**src/rtl/ones_comp_div_pkg.sv**
```systemverilog
// Shared types and constants for the one's-complement divider.
// Word width comes from NUM_BIT; magnitude excludes the sign bit.
`ifndef NUM_BIT
`define NUM_BIT 15
`endif

package agc_div_pkg;

  localparam int WIDTH  = `NUM_BIT;
  localparam int MAG    = WIDTH - 1;
  localparam int DWIDTH = 2 * WIDTH;
  localparam int CW     = $clog2(MAG);

  typedef enum logic {
    IDLE,
    ITER
  } state_t;

  function automatic logic [WIDTH-1:0] oc_word(
    input logic           sign,
    input logic [MAG-1:0] mag
  );
    return sign ? ~{1'b0, mag} : {1'b0, mag};
  endfunction

endpackage

```
**src/rtl/ones_comp_div_if.sv**
```systemverilog
// Sequencer-to-divider bundle: operands/start in, results/flags out.
interface ones_comp_div_if;
  import agc_div_pkg::*;

  logic              start;
  logic [DWIDTH-1:0] dividend;
  logic [WIDTH-1:0]  divisor;
  logic              busy;
  logic              done;
  logic [WIDTH-1:0]  quotient;
  logic [WIDTH-1:0]  remainder;
  logic              overflow;
  logic              div_zero;

  modport master (
    output start, dividend, divisor,
    input  busy, done, quotient, remainder,
    input  overflow, div_zero
  );

  modport slave (
    input  start, dividend, divisor,
    output busy, done, quotient, remainder,
    output overflow, div_zero
  );

endinterface

```
**src/rtl/ones_comp_div_step.sv**
```systemverilog
// One restoring-division step: shift in a dividend bit, trial subtract.
module restoring_div_step
  import agc_div_pkg::*;
(
  input  logic [MAG-1:0] r,
  input  logic           bit_in,
  input  logic [MAG-1:0] ym,
  output logic [MAG-1:0] r_next,
  output logic           qbit
);

  logic [MAG:0]   t;
  logic [MAG-1:0] diff;

  // r < ym always holds, so t-ym and a rejected t both fit in MAG bits
  assign t      = {r, bit_in};
  assign qbit   = (t >= {1'b0, ym});
  assign diff   = t[MAG-1:0] - ym;
  assign r_next = qbit ? diff : t[MAG-1:0];

endmodule

```
**src/rtl/ones_comp_div.sv**
```systemverilog
// Sequential sign-magnitude restoring divider, one quotient bit per clock.
module ones_comp_div
  import agc_div_pkg::*;
(
  input  logic            clk,
  input  logic            rst,
  ones_comp_div_if.slave  bus
);

  state_t         state;
  logic [CW-1:0]  cnt;
  logic [MAG-1:0] r;
  logic [MAG-1:0] l;
  logic [MAG-2:0] q;
  logic [MAG-1:0] ym_q;
  logic           sq_q;
  logic           sr_q;

  logic              busy_q;
  logic              done_q;
  logic [WIDTH-1:0]  quo_q;
  logic [WIDTH-1:0]  rem_q;
  logic              ovf_q;
  logic              dz_q;

  logic              sx;
  logic              sy;
  logic              sq;
  logic [DWIDTH-2:0] dm;
  logic [MAG:0]      dm_hi;
  logic [MAG-1:0]    ym;
  logic [MAG-1:0]    r_nx;
  logic              qb;

  assign sx    = bus.dividend[DWIDTH-1];
  assign sy    = bus.divisor[WIDTH-1];
  assign sq    = sx ^ sy;
  assign dm    = sx ? ~bus.dividend[DWIDTH-2:0]
                    : bus.dividend[DWIDTH-2:0];
  assign ym    = sy ? ~bus.divisor[WIDTH-2:0]
                    : bus.divisor[WIDTH-2:0];
  assign dm_hi = dm[DWIDTH-2:MAG];

  restoring_div_step u_step (
    .r      (r),
    .bit_in (l[MAG-1]),
    .ym     (ym_q),
    .r_next (r_nx),
    .qbit   (qb)
  );

  always_ff @(posedge clk) begin
    if (rst) begin
      state  <= IDLE;
      cnt    <= '0;
      r      <= '0;
      l      <= '0;
      q      <= '0;
      ym_q   <= '0;
      sq_q   <= 1'b0;
      sr_q   <= 1'b0;
      busy_q <= 1'b0;
      done_q <= 1'b0;
      quo_q  <= '0;
      rem_q  <= '0;
      ovf_q  <= 1'b0;
      dz_q   <= 1'b0;
    end else begin
      done_q <= 1'b0;
      unique case (state)
        IDLE: begin
          if (bus.start) begin
            // quotient would need more than MAG bits: saturate at once
            if (ym == '0 || dm_hi >= {1'b0, ym}) begin
              dz_q   <= (ym == '0);
              ovf_q  <= 1'b1;
              quo_q  <= oc_word(sq, '1);
              rem_q  <= '0;
              done_q <= 1'b1;
            end else begin
              r      <= dm_hi[MAG-1:0];
              l      <= dm[MAG-1:0];
              ym_q   <= ym;
              sq_q   <= sq;
              sr_q   <= sx;
              cnt    <= CW'(MAG - 1);
              ovf_q  <= 1'b0;
              dz_q   <= 1'b0;
              busy_q <= 1'b1;
              state  <= ITER;
            end
          end
        end
        ITER: begin
          r <= r_nx;
          q <= {q[MAG-3:0], qb};
          l <= {l[MAG-2:0], 1'b0};
          if (cnt == '0) begin
            quo_q  <= oc_word(sq_q, {q, qb});
            rem_q  <= oc_word(sr_q, r_nx);
            done_q <= 1'b1;
            busy_q <= 1'b0;
            state  <= IDLE;
          end else begin
            cnt <= cnt - 1'b1;
          end
        end
      endcase
    end
  end

  assign bus.busy      = busy_q;
  assign bus.done      = done_q;
  assign bus.quotient  = quo_q;
  assign bus.remainder = rem_q;
  assign bus.overflow  = ovf_q;
  assign bus.div_zero  = dz_q;

endmodule

```
**src/flat_wrapper.sv**
```systemverilog
// flat-port wrapper written by rule: the top's interface ports become plain ports
module ones_comp_div_flat import agc_div_pkg::*;
  (clk, rst, bus_start, bus_dividend, bus_divisor, bus_busy, bus_done, bus_quotient, bus_remainder, bus_overflow, bus_div_zero);
  ones_comp_div_if bus_i ();
  input  logic clk;
  input  logic rst;
  input wire logic [$bits(bus_i.start)-1:0] bus_start;
  input wire logic [$bits(bus_i.dividend)-1:0] bus_dividend;
  input wire logic [$bits(bus_i.divisor)-1:0] bus_divisor;
  output wire logic [$bits(bus_i.busy)-1:0] bus_busy;
  output wire logic [$bits(bus_i.done)-1:0] bus_done;
  output wire logic [$bits(bus_i.quotient)-1:0] bus_quotient;
  output wire logic [$bits(bus_i.remainder)-1:0] bus_remainder;
  output wire logic [$bits(bus_i.overflow)-1:0] bus_overflow;
  output wire logic [$bits(bus_i.div_zero)-1:0] bus_div_zero;
  assign bus_i.start = bus_start;
  assign bus_i.dividend = bus_dividend;
  assign bus_i.divisor = bus_divisor;
  assign bus_busy = bus_i.busy;
  assign bus_done = bus_i.done;
  assign bus_quotient = bus_i.quotient;
  assign bus_remainder = bus_i.remainder;
  assign bus_overflow = bus_i.overflow;
  assign bus_div_zero = bus_i.div_zero;
  ones_comp_div u_core (.clk(clk), .rst(rst), .bus(bus_i));
endmodule
```
**config.mk**
```make
export PLATFORM = sky130hd
export DESIGN_NAME = ones_comp_div_flat
export DESIGN_NICKNAME = d
export VERILOG_FILES = /design/src/rtl/ones_comp_div_pkg.sv /design/src/rtl/ones_comp_div_if.sv /design/src/rtl/ones_comp_div_step.sv /design/src/rtl/ones_comp_div.sv /design/src/flat_wrapper.sv
export SDC_FILE = /design/constraint.sdc
export NUM_CORES = 1
export LEC_CHECK = 0
export BUFFER_PORTS_ARGS = -buffer_cell sky130_fd_sc_hd__clkbuf_2
export CAP_MARGIN = 30
export CORE_MARGIN = 3
export CORE_UTILIZATION = 50
export DETAILED_ROUTE_END_ITERATION = 12
export GPL_TIMING_DRIVEN = 0
export PLACE_DENSITY = 0.71
export SLEW_MARGIN = 25
export SYNTH_ARGS = -nofsm -noshare
export SYNTH_HDL_FRONTEND = slang
export SYNTH_SLANG_ARGS = --single-unit
```
**constraint.sdc**
```tcl
create_clock -name clk -period 6.59 [get_ports clk]
set_clock_uncertainty 0.15 [all_clocks]
set_input_delay 1.318 -clock clk [delete_from_list [all_inputs] [get_ports clk]]
set_output_delay 1.318 -clock clk [all_outputs]
set_load 0.1 [all_outputs]
```
Word-level counts from Yosys, hierarchy flattened
Cells that the tools add are included.
{"block": "word_totals", "ff_bits": 96, "inputBits": 48, "out_inout_bits": 34, "elab_cells": 76}
{"block": "classes", "n_addsub": 2, "order_cmp": 2, "eq_ne": 5, "n_mux": 37, "bitwise_logic": 7, "reduce_logical": 9}
{"op": "$mux W15", "count": 9}
{"op": "$mux W14", "count": 6}
{"op": "$pmux W15 S2", "count": 2}
{"op": "$pmux W14 S2", "count": 2}
{"op": "$ge A15 B14 Y1", "count": 2}
{"op": "$not A14 Y15", "count": 2}
{"op": "$mux W29", "count": 1}
{"op": "$not A29 Y29", "count": 1}
{"op": "$logic_not A14 Y1", "count": 1}
{"op": "$not A14 Y14", "count": 1}
{"op": "$sub A14 B14 Y14", "count": 1}
{"op": "$mux W4", "count": 3}
{"op": "$reduce_and A3 Y1", "count": 4}
{"op": "$mux W1", "count": 10}
{"op": "$ne A2 B2 Y1 const B", "count": 4}
{"op": "$pmux W4 S2", "count": 1}
{"op": "$pmux W1 S2", "count": 3}
{"op": "$logic_not A4 Y1", "count": 1}
{"op": "$reduce_and A2 Y1", "count": 2}
{"op": "$sub A4 B1 Y4 const B", "count": 1}
{"op": "$ne A2 B1 Y1 const B", "count": 1}
{"op": "$not A1 Y1", "count": 2}
{"op": "$logic_or A1 B1 Y1", "count": 1}
{"op": "$xor A1 B1 Y1", "count": 1}

Longest topological paths before layout
Gate-level depths: netlist of the first run.
{"block": "logic_depth", "word_depth": 7, "ltp_mapped": 16, "mapped_depth_nobuf": 12}

By module
From an unflattened synthesis of the first run, not the netlist that was laid out.
{"block": "hier_totals", "hier_cells": 646, "hier_area_um2": 5985.7}
{"module": "ones_comp_div", "n_inst": 1, "cells_each": 518, "area_each_um2": 4961.0, "seq_area_each_um2": 1921.8}
{"module": "restoring_div_step", "n_inst": 1, "cells_each": 128, "area_each_um2": 1024.7, "seq_area_each_um2": 0.0}

Worst setup path before layout of the first run
Ideal clock, no wire load.
{"block": "synth_timing", "path_kind": "input to register", "start": "input port bus_dividend[29]", "end": "register u_core.ym_q[2]", "setup_time_ns": 0.081, "arrival_time_ns": 4.388, "t_required_ns": 6.359, "setup_slack_ns": 1.971, "stages": 16, "n_path_buf": 7, "path_cell_list": "buf_2 buf_1 clkbuf_1 xor2_1 ha_1 a21oi_1 nor2b_1 a2111oi_0 and4_1 buf_6 nor2b_4 buf_6 buf_6 buf_2 nor2_1 a211oi_2"}
{"block": "synth_between", "elab_chain_len": 5}
{"element": "start, declared", "line_no": "flat_wrapper.sv:8", "rtl": "input wire logic [$bits(bus_i.dividend)-1:0] bus_dividend;"}
{"element": "$mux W29", "line_no": "ones_comp_div.sv:38", "rtl": "assign dm = sx ? ~bus.dividend[DWIDTH-2:0]"}
{"element": "$ge A15 B14 Y1", "line_no": "ones_comp_div.sv:74", "rtl": "if (ym == '0 || dm_hi >= {1'b0, ym}) begin"}
{"element": "$logic_or A1 B1 Y1", "line_no": "ones_comp_div.sv:74"}
{"element": "$not A1 Y1 (no source line)"}
{"element": "$reduce_and A3 Y1 (no source line)"}
{"element": "end signal, assigned", "line_no": "ones_comp_div.sv:83", "rtl": "ym_q <= ym;"}
{"element": "end, declared", "line_no": "ones_comp_div.sv:15", "rtl": "logic [MAG-1:0] ym_q;"}
Every way passes these cells.
A chain may end at the register's enable or synchronous reset.

Worst setup path after layout of the first run
{"block": "layout_timing", "start": "input port bus_dividend[29]", "end": "register u_core.ym_q[9]"}
Same word-level chain as after synthesis.

==> results.yml, run 1 <==
floorplan:
  die_y_um: 111
  start_util_pct: 52.5
  die_w_um: 111
  dieArea_mm2: 0.0124
  rows: 37
  io_pins: 82
  core-area_mm2: 0.0106
run:
  drv_cap: 0
clock_tree:
  clock_sinks: 96
  clk_pin_slew_ns: 0.11
  cts_buffers: 9
  htreeDepth: 3
  cts_max_path_buffers: 2
  cts_tree: "yes"
  hold_buffers: 0
  cts-resized-gates: 0
  cts_setup_buffers: 0
  clkLatencyLatePin_ns: 0.38
  cts-root-buf: "clkbuf_8"
timing:
  setup_violations: 0
  tns_ns: 0
  fmax_mhz: 202
  slew_headroom_pct: 35.2
  setup_slack_ns: 1.63
  drv_slew: 0
  finalHoldViolCount: 0
  rsz0062_at_grt: "no"
  final.min_clock_period_ns: 4.96
  tightestPinTransition_ns: 0.960
  period_share_pct: 75.2
placed_design:
  io_buffers: 80
  dp_hpwl_mm: 11.1
  dp_slack_ns: 1.26
  gp_congestion: 0.894
routing:
  ant_nets: 0
  wl_per_cell_um: 17.0
  wl_mm: 14.4
  vias: 4875
  drc_errors: 0
  routed_via_density: 5.76
  drt_pass1_iterations: 6
  drt_iter0_drc: 615
synthesis:
  ys_ff_latch: 96
  synthCells: 615
  async_flop_share_pct: 0
  ys_warn_count: 0
  synth_seq_area_share_pct: 34.7
  synth_top_cell_by_area: "dfxtp_1"
  synth_cell_types: 58
  syn_area_mm2: 0.00554
  netlist.area_leader.share_pct: 34.7
  yosys-top-cells-area: "dfxtp_1 (35%), xor2_1 (7.4%), nor2_1 (6.7%)"
  synth_edf_count: 0
  synth_nets: 693
  avgSynthCellArea_um2: 9.00
  synthFlopType: "dfxtp_1"
cells_and_area:
  layout_common_cells: "nor2_1 (99), dfxtp_1 (96), clkbuf_2 (80)"
  syn_to_final_growth_pct: 13.9
  final_common_cell: "nor2_1"
  nNetsFinal: 784
  fillers: 944
  drive_gt1_share_pct: 20.4
  num_antenna_cells: 0
worst_setup_path:
  max_stage_delay_ns: 0.61
  cp-start-kind: "input pin"
  crit_start: "bus_dividend[29]"
  r2r-start: "u_core.ym_q[1]"
  r2r_end: "u_core.bus.remainder[5]"
  cp-end-kind: "register"
  crit_arrival_ns: 5.11
  crit_required_ns: 6.74
  cp_top_family: "buffers and inverters"
  critPathMostFrequentCell: "buf_6"
  ff2ff_setup_slack_ns: 3.23
  crit_type: "input pin to register"
  critPathBufInv: 7
  crit_chain: "buf_2 -> buf_1 -> clkbuf_1 -> xor2_1 -> ha_1 -> a21oi_1 -> nor2b_1 -> a2111oi_0 -> and4_1 -> buf_6 -> nor2b_4 -> buf_6 -> buf_6 -> buf_2 -> nor2_1 -> a211oi_2"
  slowest_stage: "clkbuf_1"
  crit_fanout: 10
  reg2regPathDepth: 11
global_routing:
  grt.total_usage_pct: 23.4
  grt_pass1_vias: 4825
  antenna_found_initial: 0
  grt_pass1_wl_mm: 23.9
  overflow: 0
  grt_max_degree: 20
worst_hold_path:
  hold_depth: 1
  hold_path_class: "register to register"
  min-delay-start: "u_core.bus.remainder[5]"
  min_to: "u_core.bus.remainder[5]"
power:
  cellPowerDensity_mw_per_mm2: 350
  report.power.total_mw: 2.21
  power.switching_mw: 1.02
  leakage_nw: 2.70
  vdd_drop_max_mv: 0.212
  internal_power_mw: 1.19
  p_comb_share_pct: 51.3
  pwr-share-seq_pct: 31.1
  clkPwrFrac_pct: 17.6
  switching_share_pct: 46.2
status:
  outcome: "finished clean"
[kinds of logic after synthesis]
group           synth area share (%)
buf+inv                         5.58
fa+ha+maj                       6.92
simple gates                    15.9
compound gates                  18.6
xor+xnor                        12.2
mux                             6.10
flops                           34.7
[metrics by stage]
stage	hold slack [ns]	instance area, um^2	cells	utilization [%]
after floorplan	0.315	5540	615	-
after global placement	0.312	6110	831	57.9
after global routing	0.354	6310	847	59.8
after CTS	0.344	6310	847	59.8
final	0.335	6310	847	59.8
after detailed placement	0.318	6110	831	57.9
[worst max path at each step]
stage	depth (start not counted)	endpoint	slack [ns]
final	16	u_core.ym_q[9]	1.63
after global routing	16	u_core.ym_q[10]	1.29
after CTS	16	u_core.ym_q[11]	1.66
after detailed placement	16	u_core.ym_q[4]	1.26
after global placement	16	u_core.ym_q[7]	1.41
after floorplan	16	u_core.ym_q[2]	1.97
[registers in the layout (all words and copies together) (netlist names)]
register,cells
u_core.bus.quotient,15
u_core.q,13
u_core.ym_q,14
u_core.sq_q,1
u_core.l,14
u_core.bus.remainder,15
u_core.r,14
u_core.bus.done,1
u_core.bus.div_zero,1
u_core.bus.overflow,1
u_core.bus.busy,1
u_core.state,1
u_core.cnt,4
u_core.sr_q,1
[cells in the mapped netlist, drive strengths merged, types with 3 or more instances]
| cell | count |
|---|---|
| a221o | 4 |
| o21ai | 7 |
| clkbuf | 19 |
| dfxtp | 96 |
| a211oi | 19 |
| inv | 22 |
| a222oi | 17 |
| a22o | 9 |
| o22ai | 4 |
| nand2 | 18 |
| buf | 25 |
| nor2 | 100 |
| nand2b | 4 |
| o21a | 3 |
| mux2 | 6 |
| a21oi | 33 |
| or4 | 4 |
| a2111oi | 5 |
| xnor2 | 30 |
| xor2 | 47 |
| nor2b | 10 |
| nand3 | 8 |
| ha | 29 |
| nand4 | 11 |
| nor3 | 23 |
| a22oi | 7 |
| mux2i | 27 |
[layout make-up]
cell class	count	area (um^2)	share of cell area [%]
multi-input combinational	453	3310	52.4
sequential	96	1920	30.5
buffer	44	226	3.59
clock inverter	7	76.3	1.21
clock buffer	9	124	1.96
inverter	22	82.6	1.31
timing repair buffer	80	400	6.35
tap	136	170	2.70
[metal layers]
| layer | wire length (um) | GRT usage [%] | up-vias |
|---|---|---|---|
| met5 | 0 | 0 | - |
| met4 | 156 | 5.76 | 0 |
| met3 | 1090 | 4.26 | 13 |
| met2 | 6430 | 37.6 | 205 |
| met1 | 6750 | 32.6 | 2273 |
| li1 | - | - | 2384 |
[power by group through the flow]
stage               Combinational, mW  Clock (mW)  Sequential (mW)
floorplan                       0.693           0            0.872
global placement                 1.08           0            0.695
detailed placement               1.11           0            0.699
CTS                              1.11       0.394            0.686
global route                     1.22       0.418            0.694
finish                           1.13       0.390            0.687
(Power assumes the default switching activity.)
==> inputs of run 2 (changes only) <==
--- a/config.mk
+++ b/config.mk
@@ -5,13 +5,14 @@
 export SDC_FILE = /design/constraint.sdc
 export NUM_CORES = 1
 export LEC_CHECK = 0
+export ABC_AREA = 1
 export BUFFER_PORTS_ARGS = -buffer_cell sky130_fd_sc_hd__clkbuf_2
 export CAP_MARGIN = 30
 export CORE_MARGIN = 3
 export CORE_UTILIZATION = 50
 export DETAILED_ROUTE_END_ITERATION = 12
 export GPL_TIMING_DRIVEN = 0
-export PLACE_DENSITY = 0.71
+export PLACE_DENSITY = 0.73
 export SLEW_MARGIN = 25
 export SYNTH_ARGS = -nofsm -noshare
 export SYNTH_HDL_FRONTEND = slang
==> constraint.sdc (replaced) <==
create_clock -name clk -period 4.1 [get_ports clk]
set_clock_uncertainty 0.15 [all_clocks]
set_input_delay 0.82 -clock clk [delete_from_list [all_inputs] [get_ports clk]]
set_output_delay 0.82 -clock clk [all_outputs]
set_load 0.1 [all_outputs]
==> results.yml, run 2 <==
routing:
  drc_errors: 0
  wl_per_cell_um: 14.4
  ant_nets: 0
  drt_iter0_drc: 480
  wl_mm: 18.3
  routed_via_density: 5.23
  vias: 6659
  drt_pass1_iterations: 5
synthesis:
  synth_edf_count: 0
  avgSynthCellArea_um2: 6.42
  ys_ff_latch: 96
  netlist.area_leader.share_pct: 29.7
  async_flop_share_pct: 0
  syn_area_mm2: 0.00648
  ys_warn_count: 0
  synthCells: 1010
  synth_seq_area_share_pct: 29.7
  ys_top_cells_by_count: "nand2_1 (233), inv_1 (126), nor2_1 (108), nand3_1 (99), dfxtp_1 (96)"
  yosys-top-cells-area: "dfxtp_1 (30%), nand2_1 (13%), nand3_1 (7.6%)"
  synthFlopType: "dfxtp_1"
  synth.most_common_cell: "nand2_1"
  synth_nets: 1088
  synth_top_cell_by_area: "dfxtp_1"
  synth_cell_types: 33
timing:
  tns_ns: 0
  period_share_pct: 85.4
  fmax_mhz: 286
  setup_violations: 0
  final.min_clock_period_ns: 3.50
  finalHoldViolCount: 0
  drv_slew: 0
  tightestPinTransition_ns: 0.651
  rsz0062_at_grt: "no"
  slew_headroom_pct: 56.6
worst_setup_path:
  ff2ff_setup_slack_ns: 1.42
  crit_required_ns: 4.24
  cp_top_family: "buffers and inverters"
  crit_arrival_ns: 3.64
  crit_type: "input pin to register"
  critPathBufInv: 6
  cp-start-kind: "input pin"
  critPathMostFrequentCell: "nand2_1"
  crit_chain: "buf_2 -> buf_2 -> buf_2 -> xnor2_1 -> inv_1 -> ha_1 -> a21oi_1 -> nand2_1 -> nand2_1 -> nand3_1 -> nand2_1 -> clkbuf_1 -> nand4_1 -> nand3_1 -> nand2_1 -> inv_1"
  crit_fanout: 10
  max_stage_delay_ns: 0.37
  cp-end-kind: "register"
  crit_start: "bus_dividend[29]"
  slowest_stage: "buf_2"
  r2r-start: "u_core.r[7]"
floorplan:
  start_util_pct: 52.4
  die_w_um: 120
  die_y_um: 120
  dieArea_mm2: 0.0144
  core-area_mm2: 0.0124
  rows: 40
  io_pins: 82
status:
  outcome: "finished clean"
placed_design:
  dp_hpwl_mm: 14.3
  io_buffers: 79
  gp_congestion: 0.974
  place_area_mm2: 0.00709
clock_tree:
  cts_setup_buffers: 0
  cts-root-buf: "clkbuf_16"
  cts-resized-gates: 0
  clk_pin_slew_ns: 0.07
  clock_sinks: 96
  clkLatencyLatePin_ns: 0.35
  cts_buffers: 9
  cts_tree: "yes"
  cts_max_path_buffers: 2
  htreeDepth: 3
  hold_buffers: 0
worst_hold_path:
  hold_path_class: "register to register"
  min-delay-start: "u_core.ym_q[3]"
cells_and_area:
  nNetsFinal: 1178
  drive_gt1_share_pct: 12.7
  stdcell_area_mm2: 0.00741
  syn_to_final_growth_pct: 14.3
  num_antenna_cells: 0
  fillers: 1254
  layout_common_cells: "nand2_1 (233), inv_1 (126), nor2_1 (108)"
  final_common_cell: "nand2_1"
global_routing:
  antenna_found_initial: 0
  overflow: 0
  grt_pass1_vias: 6103
  grt_max_degree: 18
  grt.total_usage_pct: 25.9
  grt_pass1_wl_mm: 30.0
run:
  drv_cap: 0
power:
  vdd_drop_max_mv: 0.233
  cellPowerDensity_mw_per_mm2: 502
  leakage_nw: 3.59
[run 2: changes by cell type in the layout (fill, tap and decap cells not counted), moves of 15 or more]
cell      previous run  this run
nand2_1             18       233
a222oi_1            17         0
a211oi_2            15         0
a21oi_1             32        78
mux2i_1             27         0
o21ai_0              4        60
nand4_1             11        41
nor3_1              23         1
nand3_1              8        99
xor2_1              47        22
inv_1               22       126
[run 2: worst paths after layout]
check | cells after the start | endpoint
max | 16 | u_core.r[13]
max reg2reg | 11 | u_core.bus.remainder[12]
min | 2 | u_core.ym_q[3]
min reg2reg | 2 | u_core.ym_q[3]
[run 2: where the power goes]
group | internal, mW | switching [mW]
clock network | 0.518 | 0.386
registers | 1.02 | 0.0632
logic | 0.506 | 1.23
[run 2: layer usage]
metal	track usage, %	part of all wire, %	vias to the layer above
met5	0	0	-
met4	8.66	2.1	0
met3	3.91	7.8	34
met2	41.9	45	246
met1	35.4	45	2948
li1	-	-	3431
[run 2: tightest hold or removal path: cells and delay by family (launching register included)]
family / cells / cell delay [ns]
buf+inv: 1 / 0.06
flops: 1 / 0.30
compound gates: 1 / 0.06
[run 2: cells by family after synthesis]
logic type / Yosys count / share of synthesized area [%]
compound gates: 147 / 11.8
flops: 96 / 29.7
xor+xnor: 50 / 6.87
buf+inv: 188 / 12.1
simple gates: 499 / 33.7
fa+ha+maj: 30 / 5.91
[run 2: layout make-up]
class / count / area, um^2 / share of cell area [%]
flip-flops and latches: 96 / 1920 / 25.9
well taps: 168 / 210 / 2.84
clock buffers: 11 / 253 / 3.41
multi-input cells: 726 / 3780 / 51.0
inverters: 131 / 492 / 6.64
repair buffers: 79 / 395 / 5.34
clock inverters: 5 / 70.1 / 0.946
plain buffers: 57 / 290 / 3.92
[run 2: per-stage QoR]
step / setup slack (ns) / total power, mW / util, % / instances / hold WS [ns]
global route: 0.267 / 3.97 / 59.9 / 1273 / 0.345
finish: 0.598 / 3.72 / 59.9 / 1273 / 0.314
floorplan: 0.744 / 2.43 / - / 1010 / 0.285
global placement: 0.295 / 2.78 / 57.3 / 1257 / 0.302
CTS: 0.611 / 3.70 / 59.9 / 1273 / 0.316
detailed placement: 0.248 / 2.81 / 57.3 / 1257 / 0.304
==> inputs of run 3 (changes only) <==
--- a/config.mk
+++ b/config.mk
@@ -12,7 +12,7 @@
 export CORE_UTILIZATION = 50
 export DETAILED_ROUTE_END_ITERATION = 12
 export GPL_TIMING_DRIVEN = 0
-export PLACE_DENSITY = 0.73
+export PLACE_DENSITY = 0.7
 export SLEW_MARGIN = 25
 export SYNTH_ARGS = -nofsm -noshare
 export SYNTH_HDL_FRONTEND = slang
==> constraint.sdc (replaced) <==
create_clock -name clk -period 4.3 [get_ports clk]
set_clock_uncertainty 0.15 [all_clocks]
set_input_delay 0.86 -clock clk [delete_from_list [all_inputs] [get_ports clk]]
set_output_delay 0.86 -clock clk [all_outputs]
set_load 0.1 [all_outputs]
==> results.yml, run 3 (synthesized netlist as in run 2, its figures left out) <==
placed_design:
  io_buffers: 79
  gp_congestion: 0.946
  dp_hpwl_mm: 14.5
clock_tree:
  cts_setup_buffers: 0
  cts_max_path_buffers: 2
  clkLatencyLatePin_ns: 0.35
  cts-resized-gates: 0
  cts-root-buf: "clkbuf_16"
  htreeDepth: 3
  clk_pin_slew_ns: 0.07
  clock_sinks: 96
  cts_tree: "yes"
  hold_buffers: 0
  cts_buffers: 9
floorplan:
  die_w_um: 120
  rows: 40
  die_y_um: 120
  core-area_mm2: 0.0124
  io_pins: 82
  start_util_pct: 52.4
  dieArea_mm2: 0.0144
cells_and_area:
  regArea_mm2: 0.00192
  drive_gt1_share_pct: 12.6
  fillers: 1265
  layout_common_cells: "nand2_1 (233), inv_1 (126), nor2_1 (108)"
  num_antenna_cells: 0
  final_common_cell: "nand2_1"
  nNetsFinal: 1178
  multi_input_area_mm2: 0.00378
  syn_to_final_growth_pct: 14.4
power:
  clkPwrFrac_pct: 24.8
  power.switching_mw: 1.59
  p_comb_share_pct: 46.2
  leakage_nw: 3.59
  switching_share_pct: 44.3
  vdd_drop_max_mv: 0.202
  pwr-share-seq_pct: 29.0
  internal_power_mw: 1.99
  cellPowerDensity_mw_per_mm2: 482
worst_hold_path:
  min_to: "u_core.ym_q[2]"
  min-delay-start: "u_core.ym_q[2]"
  hold_depth: 2
  hold_path_class: "register to register"
timing:
  tns_ns: 0
  tightestPinTransition_ns: 0.646
  hold-worst-slack_ns: 0.314
  drv_slew: 0
  final.min_clock_period_ns: 3.54
  rsz0062_at_grt: "no"
  finalHoldViolCount: 0
  setup_violations: 0
  slew_headroom_pct: 56.9
  period_share_pct: 82.4
  fmax_mhz: 282
routing:
  wl_mm: 18.4
  drc_errors: 0
  wl_per_cell_um: 14.4
  drt_pass1_iterations: 6
  vias: 6698
  ant_nets: 0
  drt_iter0_drc: 456
  routed_via_density: 5.26
global_routing:
  grt_pass1_vias: 5830
  overflow: 0
  grt.total_usage_pct: 25.9
  grt_max_degree: 17
  antenna_found_initial: 0
  grt_pass1_wl_mm: 29.7
worst_setup_path:
  crit_type: "input pin to register"
  ff2ff_setup_slack_ns: 1.75
  r2r_end: "u_core.bus.remainder[11]"
  crit_fanout: 10
  cp-start-kind: "input pin"
  r2r-start: "u_core.ym_q[9]"
  cp-end-kind: "register"
  crit_arrival_ns: 3.64
  reg2regPathDepth: 14
  crit_required_ns: 4.39
run:
  drv_cap: 0
status:
  outcome: "finished clean"
## run 3: worst max-delay path by stage
stage | start | to | slack (ns) | depth (start not counted)
after global placement | bus_dividend[29] | u_core.r[3] | 0.47 | 17
after CTS | bus_dividend[29] | u_core.bus.quotient[5] | 0.80 | 17
after detailed placement | bus_dividend[29] | u_core.bus.quotient[5] | 0.43 | 17
after floorplan | bus_dividend[29] | u_core.bus.quotient[10] | 0.90 | 17
final | bus_dividend[29] | u_core.bus.quotient[5] | 0.76 | 17
after global routing | bus_dividend[29] | u_core.r[12] | 0.49 | 17
## run 3: cell type report
cell class              count  share of cell area, %
well taps                 168                   2.83
repair buffers             79                   5.33
clock buffers              11                   3.27
multi-input cells         726                   50.9
plain buffers              57                   3.91
clock inverters             5                   1.16
flip-flops and latches     96                   25.9
inverters                 131                   6.63
## run 3: power by group through the flow
stage	Clock, mW	Sequential [mW]	Combinational (mW)
floorplan	0	1.27	1.05
global placement	0	1.05	1.61
detailed placement	0	1.05	1.63
CTS	0.897	1.04	1.64
global route	0.931	1.04	1.84
finish	0.889	1.04	1.65
## run 3: metrics by stage
step / total power [mW] / worst slack (ns) / std cells / cell area [um^2] / util [%]
final: 3.58 / 0.756 / 1273 / 7420 / 60.0
after global routing: 3.82 / 0.492 / 1273 / 7420 / 60.0
after CTS: 3.57 / 0.800 / 1273 / 7420 / 60.0
after detailed placement: 2.68 / 0.433 / 1257 / 7090 / 57.3
after global placement: 2.67 / 0.468 / 1257 / 7090 / 57.3
after floorplan: 2.32 / 0.904 / 1010 / 6480 / -
## run 3: per-layer routing
layer / vias up / track usage, % / wire length [um]
li1: 3430 / - / -
met2: 246 / 40.4 / 8190
met4: 0 / 9.16 / 397
met1: 2991 / 36.0 / 8260
met3: 31 / 4.52 / 1500
met5: - / 0 / 0
## run 3: critical path, cell delays in order
cell and delay, ns:
buf_2 0.13, buf_2 0.26, buf_2 0.38, xnor2_1 0.19, inv_1 0.07, ha_1 0.31, a21oi_1 0.14, nand2_1 0.07
nand2_1 0.06, nand3_1 0.07, nand2_1 0.23, nand3_2 0.17, nand2_4 0.15, nand2_8 0.10, buf_4 0.18, o21ai_0 0.21
nor2_1 0.06
